<file path="src/rtl/display_scan_ctrl_pkg.sv">
// Shared definitions for the display scan controller: slot encodings,
// digit-mask constants, parameter legality check and small helpers.
package display_scan_ctrl_pkg;

    // Digit slot encodings as presented on the display select lines.
    typedef enum logic [1:0] {
        SEL_DIG1 = 2'b00,
        SEL_DIG2 = 2'b01,
        SEL_DIG3 = 2'b10,
        SEL_DIG4 = 2'b11
    } slot_e;

    // Visibility masks: bit3 = digit 1 ... bit0 = digit 4.
    localparam logic [3:0] MASK_ALL   = 4'b1111;
    localparam logic [3:0] MASK_HOURS = 4'b1100;
    localparam logic [3:0] MASK_MINS  = 4'b0011;
    localparam logic [3:0] MASK_NONE  = 4'b0000;

    // A slot must be at least two cycles long and the dead time must leave
    // at least one lit cycle in every slot.
    function automatic bit scan_params_ok(input int scan_div, input int dead_cycles);
        return (scan_div >= 2) && (dead_cycles >= 0) && (dead_cycles < scan_div);
    endfunction

    // Round-robin digit order 1 -> 2 -> 3 -> 4 -> 1.
    function automatic slot_e next_slot(input slot_e s);
        slot_e n;
        case (s)
            SEL_DIG1: n = SEL_DIG2;
            SEL_DIG2: n = SEL_DIG3;
            SEL_DIG3: n = SEL_DIG4;
            default:  n = SEL_DIG1;
        endcase
        return n;
    endfunction

    // Which digits are lit for a given edit mode and blink phase. During the
    // dark half of the blink the pair under edit is hidden; hours win when
    // both edit levels are high, so the minutes pair stays visible.
    function automatic logic [3:0] vis_mask(input logic edit_hours,
                                            input logic edit_minutes,
                                            input logic ph);
        logic [3:0] m;
        if (ph)
            m = MASK_ALL;
        else if (edit_hours)
            m = MASK_MINS;
        else if (edit_minutes)
            m = MASK_HOURS;
        else
            m = MASK_ALL;
        return m;
    endfunction

endpackage

</file>
<file path="src/rtl/display_scan_ctrl_if.sv">
// Control bundle between the scan controller and its neighbours: blink and
// edit inputs in, display mux controls out.
interface display_scan_ctrl_if;

    logic       i_Tick_Half_Sec;
    logic       i_Edit_Hours;
    logic       i_Edit_Minutes;
    logic [1:0] o_Select;
    logic [3:0] o_Enable_Digits;
    logic       o_Enable_Dot;
    logic       o_Frame;

    // Controller side: consumes strobes/levels, drives the display controls.
    modport master (
        input  i_Tick_Half_Sec,
        input  i_Edit_Hours,
        input  i_Edit_Minutes,
        output o_Select,
        output o_Enable_Digits,
        output o_Enable_Dot,
        output o_Frame
    );

    // Surrounding side: timebase/edit logic and the display mux.
    modport slave (
        output i_Tick_Half_Sec,
        output i_Edit_Hours,
        output i_Edit_Minutes,
        input  o_Select,
        input  o_Enable_Digits,
        input  o_Enable_Dot,
        input  o_Frame
    );

endinterface

</file>
<file path="src/rtl/display_scan_ctrl_prescaler.sv">
// Free-running modulo-DIV counter with a wrap strobe. Exposes the value the
// counter will hold after the next edge so a parent can register outputs
// that line up with the counter state in the same cycle.
module display_scan_ctrl_prescaler #(
    parameter int DIV   = 2500,
    parameter int CNT_W = $clog2(DIV)
) (
    input  logic             i_Clk,
    input  logic             i_Reset,
    output logic [CNT_W-1:0] o_Count_Next,
    output logic             o_Wrap
);

    localparam logic [CNT_W-1:0] LAST = CNT_W'(DIV - 1);

    logic [CNT_W-1:0] r_count;
    logic [CNT_W-1:0] w_count_next;
    logic             w_wrap;

    assign w_wrap       = (r_count == LAST);
    assign w_count_next = w_wrap ? '0 : r_count + 1'b1;

    // Count up every cycle, wrapping to zero after the last count.
    always_ff @(posedge i_Clk) begin
        if (i_Reset)
            r_count <= '0;
        else
            r_count <= w_count_next;
    end

    assign o_Count_Next = w_count_next;
    assign o_Wrap       = w_wrap;

endmodule

</file>
<file path="src/rtl/display_scan_ctrl.sv">
// Scan controller for the 4-digit display mux: steps through the digits,
// blanks the start of each slot against ghosting, blinks the colon and
// blinks the pair under edit.
//
// slot     | meaning
// SEL_DIG1 | digit 1 (hours tens) selected; frame strobe on its first cycle
// SEL_DIG2 | digit 2 (hours units); the dot shows here
// SEL_DIG3 | digit 3 (minutes tens)
// SEL_DIG4 | digit 4 (minutes units)
module display_scan_ctrl
    import display_scan_ctrl_pkg::*;
#(
    parameter int SCAN_DIV    = 2500,
    parameter int DEAD_CYCLES = 50
) (
    input  logic              i_Clk,
    input  logic              i_Reset,
    display_scan_ctrl_if.master bus
);

    localparam int CNT_W = $clog2(SCAN_DIV);

    if (!scan_params_ok(SCAN_DIV, DEAD_CYCLES)) begin : g_param_err
        $error("display_scan_ctrl: need SCAN_DIV >= 2 and 0 <= DEAD_CYCLES < SCAN_DIV");
    end

    logic [CNT_W-1:0] w_cnt_next;
    logic             w_wrap;
    logic             w_dead_next;

    slot_e            r_sel;
    logic             r_ph;
    logic             r_ed_q;
    logic [3:0]       r_enable;
    logic             r_dot;
    logic             r_frame;

    slot_e            w_sel_next;
    logic             w_ph_next;
    logic             w_edit;
    logic [3:0]       w_mask;
    logic             w_dot;
    logic [3:0]       w_enable_next;
    logic             w_dot_next;
    logic             w_frame_next;

    display_scan_ctrl_prescaler #(
        .DIV   (SCAN_DIV),
        .CNT_W (CNT_W)
    ) u_prescaler (
        .i_Clk        (i_Clk),
        .i_Reset      (i_Reset),
        .o_Count_Next (w_cnt_next),
        .o_Wrap       (w_wrap)
    );

    // Dead time is judged on the count the slot will have next cycle, so the
    // registered enables blank exactly the first DEAD_CYCLES of each slot.
    if (DEAD_CYCLES == 0) begin : g_no_dead
        assign w_dead_next = 1'b0;
    end else begin : g_dead
        assign w_dead_next = (w_cnt_next < CNT_W'(DEAD_CYCLES));
    end

    // Next slot, blink phase and the display controls that go with them.
    always_comb begin
        w_sel_next    = r_sel;
        w_ph_next     = r_ph;
        w_edit        = bus.i_Edit_Hours | bus.i_Edit_Minutes;
        w_mask        = MASK_ALL;
        w_dot         = 1'b0;
        w_enable_next = MASK_NONE;
        w_dot_next    = 1'b0;
        w_frame_next  = 1'b0;

        if (w_wrap)
            w_sel_next = next_slot(r_sel);

        // Entering edit restarts the blink on the visible half, even if a
        // half-second tick lands in the same cycle.
        if (w_edit && !r_ed_q)
            w_ph_next = 1'b1;
        else if (bus.i_Tick_Half_Sec)
            w_ph_next = ~r_ph;

        w_mask = vis_mask(bus.i_Edit_Hours, bus.i_Edit_Minutes, w_ph_next);
        w_dot  = w_edit ? 1'b1 : w_ph_next;

        if (!w_dead_next) begin
            w_enable_next = w_mask;
            w_dot_next    = w_dot;
        end

        w_frame_next = (w_sel_next == SEL_DIG1) && (w_cnt_next == '0);
    end

    // State and registered outputs; reset parks everything dark on digit 1.
    always_ff @(posedge i_Clk) begin
        if (i_Reset) begin
            r_sel    <= SEL_DIG1;
            r_ph     <= 1'b1;
            r_ed_q   <= 1'b0;
            r_enable <= MASK_NONE;
            r_dot    <= 1'b0;
            r_frame  <= 1'b0;
        end else begin
            r_sel    <= w_sel_next;
            r_ph     <= w_ph_next;
            r_ed_q   <= w_edit;
            r_enable <= w_enable_next;
            r_dot    <= w_dot_next;
            r_frame  <= w_frame_next;
        end
    end

    assign bus.o_Select        = r_sel;
    assign bus.o_Enable_Digits = r_enable;
    assign bus.o_Enable_Dot    = r_dot;
    assign bus.o_Frame         = r_frame;

endmodule

</file>
<file path="src/flat_wrapper.sv">
// flat-port wrapper written by rule: the top's interface ports become plain ports
module display_scan_ctrl_flat import display_scan_ctrl_pkg::*;
#(
    parameter int SCAN_DIV    = 2500,
    parameter int DEAD_CYCLES = 50
)
  (i_Clk, i_Reset, bus_i_Tick_Half_Sec, bus_i_Edit_Hours, bus_i_Edit_Minutes, bus_o_Select, bus_o_Enable_Digits, bus_o_Enable_Dot, bus_o_Frame);
  display_scan_ctrl_if bus_i ();
  input  logic i_Clk;
  input  logic i_Reset;
  input wire logic [$bits(bus_i.i_Tick_Half_Sec)-1:0] bus_i_Tick_Half_Sec;
  input wire logic [$bits(bus_i.i_Edit_Hours)-1:0] bus_i_Edit_Hours;
  input wire logic [$bits(bus_i.i_Edit_Minutes)-1:0] bus_i_Edit_Minutes;
  output wire logic [$bits(bus_i.o_Select)-1:0] bus_o_Select;
  output wire logic [$bits(bus_i.o_Enable_Digits)-1:0] bus_o_Enable_Digits;
  output wire logic [$bits(bus_i.o_Enable_Dot)-1:0] bus_o_Enable_Dot;
  output wire logic [$bits(bus_i.o_Frame)-1:0] bus_o_Frame;
  assign bus_i.i_Tick_Half_Sec = bus_i_Tick_Half_Sec;
  assign bus_i.i_Edit_Hours = bus_i_Edit_Hours;
  assign bus_i.i_Edit_Minutes = bus_i_Edit_Minutes;
  assign bus_o_Select = bus_i.o_Select;
  assign bus_o_Enable_Digits = bus_i.o_Enable_Digits;
  assign bus_o_Enable_Dot = bus_i.o_Enable_Dot;
  assign bus_o_Frame = bus_i.o_Frame;
  display_scan_ctrl #(.SCAN_DIV(SCAN_DIV), .DEAD_CYCLES(DEAD_CYCLES)) u_core (.i_Clk(i_Clk), .i_Reset(i_Reset), .bus(bus_i));
endmodule
</file>
<file path="config.mk">
export PLATFORM = sky130hd
export DESIGN_NAME = display_scan_ctrl_flat
export DESIGN_NICKNAME = d
export VERILOG_FILES = /design/src/rtl/display_scan_ctrl_pkg.sv /design/src/rtl/display_scan_ctrl_if.sv /design/src/rtl/display_scan_ctrl_prescaler.sv /design/src/rtl/display_scan_ctrl.sv /design/src/flat_wrapper.sv
export SDC_FILE = /design/constraint.sdc
export NUM_CORES = 1
export LEC_CHECK = 0
export CAP_MARGIN = 20
export CELL_PAD_IN_SITES_DETAIL_PLACEMENT = 1
export CELL_PAD_IN_SITES_GLOBAL_PLACEMENT = 1
export CORE_MARGIN = 2
export CORE_UTILIZATION = 36
export DETAILED_ROUTE_END_ITERATION = 6
export GPL_TIMING_DRIVEN = 0
export HOLD_SLACK_MARGIN = 0.15
export PLACE_DENSITY = 0.74
export SETUP_SLACK_MARGIN = 0.05
export SLEW_MARGIN = 20
export SYNTH_ARGS = -nofsm -noshare
export SYNTH_HDL_FRONTEND = slang
export SYNTH_HIERARCHICAL = 1
export SYNTH_SLANG_ARGS = --single-unit
</file>
<file path="constraint.sdc">
create_clock -name i_Clk -period 2.1 [get_ports i_Clk]
set_input_delay 0.63 -clock i_Clk [delete_from_list [all_inputs] [get_ports i_Clk]]
set_output_delay 0.63 -clock i_Clk [all_outputs]
set_load 0.02 [all_outputs]
</file>
Yosys cells after proc, flatten, opt, wreduce, memory -nomap -nowiden
Cells that the tools add are included.
- add/subtract/negate cells: 1
- multiply operators: 0
- div/mod/pow operators: 0
- magnitude comparators: 1
- eq/ne operators: 3
- shifts and indexed selects: 0
- multiplexer cells: 9
- bitwise operators: 2
- reduce and logical (&&, ||, !) cells: 7
- operators by type and width (operator ; count):
    $add 12x1->12 const B ; 1
    $eq 12x12->1 const B ; 1
    $logic_not 12->1 ; 1
    $lt 12x6->1 const B ; 1
    $mux 12 ; 1
    $mux 4 ; 2
    $pmux 2 s3 ; 1
    $logic_not 2->1 ; 2
    $mux 2 ; 2
    $mux 1 ; 3
    $eq 2x1->1 const B ; 1
    $eq 2x2->1 const B ; 1
    $logic_and 1x1->1 ; 2
    $reduce_or 2->1 ; 1
    $logic_not 1->1 ; 1
    $not 1->1 ; 1
    $or 1x1->1 ; 1
- register bits after elaboration: 22
- bits in latches: 0
- memory bits (writable): 0
- memory bits (read-only): 0
- input port bits: 5
- output and inout port bits: 8
- logic and storage cells: 30
- memories: 0

Longest topological paths before layout
- word-level depth: 5
- gate-level depth with buffers: 7
- mapped depth without buffers: 7

Modules after synthesis
The synthesis kept the hierarchy.
- by module, submodules not included (module ; instances ; cells an instance ; area each (um2) ; seq. area each (um2)):
    display_scan_ctrl_prescaler ; 1 ; 73 ; 615.6 ; 240.2
    display_scan_ctrl ; 1 ; 41 ; 375.4 ; 160.2

Worst setup path after synthesis
Ideal clock, no wire load.
- kind: reg2reg
- start: register u_core.u_prescaler.r_count[0]
- end: register u_core.r_enable[1], in the netlist u_core/bus.o_Enable_Digits[1]
- setup time: 0.128 ns
- arrival: 2.148 ns
- required time: 1.972 ns
- slack: -0.176 ns
- stages on the path, launching flop included: 8
- buffers on the path: 0
- clock period less this slack: 2.276 ns
- cells stage by stage: dfxtp_1 > ha_1 > nand4_1 > nor3_4 > a21oi_1 > or4_4 > nor3_4 > nor3_1
- cells in the longest elaborated chain, start to end: 4
- elaborated cells on any way between the ends: 5
- those cells by class: add/sub (1); order compare (1); eq/ne (1); mux (1); reduce/logical (1)
- RTL lines (item ; RTL line ; text):
    from (decl) ; display_scan_ctrl_prescaler.sv:16 ; logic [CNT_W-1:0] r_count;
    from (signal assigned) ; display_scan_ctrl_prescaler.sv:28 ; r_count <= w_count_next;
    $eq 12x12->1 ; display_scan_ctrl_prescaler.sv:20 ; assign w_wrap = (r_count == LAST);
    net u_core.w_wrap ; display_scan_ctrl.sv:28 ; logic w_wrap;
    $mux 12 ; display_scan_ctrl_prescaler.sv:21 ; assign w_count_next = w_wrap ? '0 : r_count + 1'b1;
    net u_core.w_cnt_next[7] ; display_scan_ctrl.sv:27 ; logic [CNT_W-1:0] w_cnt_next;
    $lt 12x6->1 ; display_scan_ctrl.sv:62 ; assign w_dead_next = (w_cnt_next < CNT_W'(DEAD_CYCLES));
    $reduce_or 2->1 (no source line) ; - ;
    to (signal assigned) ; display_scan_ctrl.sv:110 ; r_enable <= w_enable_next;
    to (decl) ; display_scan_ctrl.sv:34 ; logic [3:0] r_enable;
The timed path passes the listed nets, and every way through them passes these cells.
A chain may end at the register's enable or synchronous reset.

Worst setup path in the final report
- start: register u_core.u_prescaler.r_count[4]
- end: register u_core.r_enable[1], in the netlist u_core/bus.o_Enable_Digits[1]
The elaborated chain is that of the path after synthesis.

==> metrics <==
status=finished with violations; failing checks=negative setup slack; post-route minimum period=approximately 2.2 ns; Critical Path, Cell by Cell=or4b_4, nor3_4, a21oi_1, or4_4, nor3_4, nor3_1; largest net degree at the start of global routing=12; All-Layer GR Usage=between 10% and 20%; Final GP Congestion=~0.74; MaxCap Viol Count=0; RSZ-0062 raised after global routing=true; min-delay worst type=reg -> reg; Syn Inst Count=roughly 110; most frequent CP cell=nor3_4; most frequent cells in the layout=14 x dfxtp_1, 11 x clkdlybuf4s50_1, 11 x nor2_1; setup ws final=-0.0657 ns; Distinct cells, synth=31; post-route ant nets=0; first-iteration detailed-routing DRC count=12; I/O pins=13; Fin. Hold Viols=0; htree depth=1; CTS tree=built; Critical Path End Type=flop; First-pass DRT Iterations=4; final period utilization=103%; Port Buffers=12; Worst-path clk slew=around 0.11 ns; worst path required time=2.28 ns; CP arrival=2.35 ns; Worst Setup SP=u_core/u_prescaler/r_count[4]; DR DRC count=0; Detail Placement HPWL=~1800 um; Clock Root Buffer=clkbuf_4; Initial Util=around 37%; cell family with most CP delay=simple AND/OR/NAND/NOR gates; core area=2690 um^2; WL/cell=approximately 14 um; skew final=between 0.002 and 0.0025 ns; commonest non-fill, non-tap cell in the layout=dfxtp_1; cell area after layout=between 1000 and 1500 um^2; pwr dens=between 500 and 600 nW/um^2; global-route wire length before repair=4130 um; area delta synth->final=31.4%; setup TNS=-0.194 ns; # rows=19; routed vias=between 800 and 900; total power draw=681 uW; Die Wd=56.5 um; sequential-to-total area share from yosys stat=a little over 40%; vias in the first global route=~930; total wire length=around 2400 um; Final #Nets=147; # clock sinks=20; die area=between 3000 and 4000 um^2; dpl cell area=approximately 1200 um^2; WP buf/inv=0; Slew @ Worst Pin=between 0.4 and 0.5 ns; worst hold start=u_core/u_prescaler/r_count[0]; relative slew slack=between 70% and 80%; cts hold-fix bufs=0; clk buf depth=2; critical-path maximum fanout=5; Achievable Freq=approximately 460 MHz; setup violators final=4; synthesized net count=around 120; CP startpoint kind=flop; Critical R2R Launch=u_core/u_prescaler/r_count[4]; worst-skew pair later-pin latency=approximately 0.29 ns; total CTS buffers=3; CP max stage cell=or4b_4; antenna violations before repair=0; Synth Cell Area=about 1000 um^2; Die Span Y=56.5 um; ant diodes=0; Peak VDD IR=370 uV; critical path type=reg -> reg; pre-CTS setup slack=-0.470 ns; Synth Register Bits=20; Max Slew Vio Count=0; Via density=roughly 5.3; fraction of layout cells with a size suffix above 1=between 20% and 30%; Synth Warn #=6; Pleak=approximately 0.50 nW; slowest stage delay, CP=approximately 0.55 ns; GRT Residual Overflow=0; Mean Syn Cell Area=a little under 9 um^2
[stage by stage]
| step | std cells | util [%] | hold slack, ns |
|---|---|---|---|
| 2_1_floorplan | 114 | - | 0.446 |
| 3_3_place_gp | 157 | 42.9 | 0.475 |
| 3_5_place_dp | 157 | 42.9 | 0.489 |
| 4_1_cts | 169 | 47.5 | 0.489 |
| 5_1_grt | 169 | 48.5 | 0.499 |
| 6_report | 169 | 48.5 | 0.481 |
[synth_stat cells]
cell / n / area [um^2]
dfxtp_1: 20 / 400
nor2_1: 12 / 45.0
a21oi_1: 8 / 40.0
nor3_1: 8 / 40.0
inv_1: 7 / 26.3
o21ai_0: 7 / 35.0
nand2_1: 6 / 22.5
nand3_1: 6 / 30.0
or3_1: 5 / 31.3
ha_1: 3 / 37.5
nand4_1: 3 / 18.8
nor4_1: 3 / 18.8
xnor2_1: 3 / 26.3
and2_1: 2 / 12.5
buf_4: 2 / 15.0
nor2b_1: 2 / 12.5
nor3_4: 2 / 32.5
xor2_1: 2 / 17.5
buf_2: 1 / 5.00
clkbuf_1: 1 / 3.75
mux2_2: 1 / 11.3
mux2i_1: 1 / 10.0
nor4_2: 1 / 12.5
o311a_1: 1 / 10.0
o31a_1: 1 / 8.76
o31ai_1: 1 / 7.51
o31ai_4: 1 / 21.3
or2_2: 1 / 6.26
or4_1: 1 / 7.51
or4_4: 1 / 11.3
or4b_4: 1 / 13.8
[final timing paths]
kind                                   end  slack [ns]  cells after the start
max          u_core/bus.o_Enable_Digits[1]       -0.07                      6
min          u_core/u_prescaler/r_count[0]        0.48                      1
max reg2reg  u_core/bus.o_Enable_Digits[1]       -0.07                      6
min reg2reg  u_core/u_prescaler/r_count[0]        0.48                      1
[power breakdown]
group	internal, mW	total [mW]	switching [mW]
combinational	0.0283	0.0615	0.0332
sequential	0.387	0.397	0.0101
clock	0.106	0.222	0.117
total	0.521	0.681	0.160
[layer usage]
| layer | up-vias | track usage (%) | share of wire (%) |
|---|---|---|---|
| met4 | 0 | 6.12 | 0.54 |
| li1 | 454 | - | - |
| met1 | 434 | 19.7 | 44 |
| met5 | - | 0 | 0 |
| met2 | 5 | 29.6 | 54 |
| met3 | 2 | 2.76 | 1.5 |
[registers in the layout, indices dropped and copies added (netlist names)]
name and flops:
u_core/bus.o_Enable_Digits 2, u_core/bus.o_Enable_Dot 1, u_core/bus.o_Frame 1, u_core/bus.o_Select 2, u_core/r_ed_q 1, u_core/r_ph 1
u_core/u_prescaler/r_count 12
[worst register-to-register path: stages (launching register included)]
cell	delay [ns]
dfxtp_4	0.36
or4b_4	0.56
nor3_4	0.27
a21oi_1	0.09
or4_4	0.53
nor3_4	0.17
nor3_1	0.07
[cells by family after synthesis]
group,share of synthesized area (%)
AND/OR/NAND/NOR,31.8
AO/OA/AOI/OAI,12.4
adder cells (fa/ha/maj),3.79
buffers and inverters,5.05
multiplexers,2.15
flip-flops,40.4
XOR/XNOR,4.42
[layout make-up]
| class | count | area [um^2] |
|---|---|---|
| Inverter | 7 | 26.3 |
| Buffer | 4 | 26.3 |
| Multi-Input combinational cell | 83 | 576 |
| Clock buffer | 4 | 36.3 |
| Timing Repair Buffer | 20 | 186 |
| Tap cell | 31 | 38.8 |
| Sequential cell | 20 | 413 |
| Fill cell | 330 | 1380 |
[repair_timing]
action                                  in CTS  in global routing
resized for setup                            9                 10
endpoints found under the setup margin       5                  5
pin swaps                                    2                  1
setup buffers                                8                  0
Note: power is estimated with default switching activity, not from simulation.
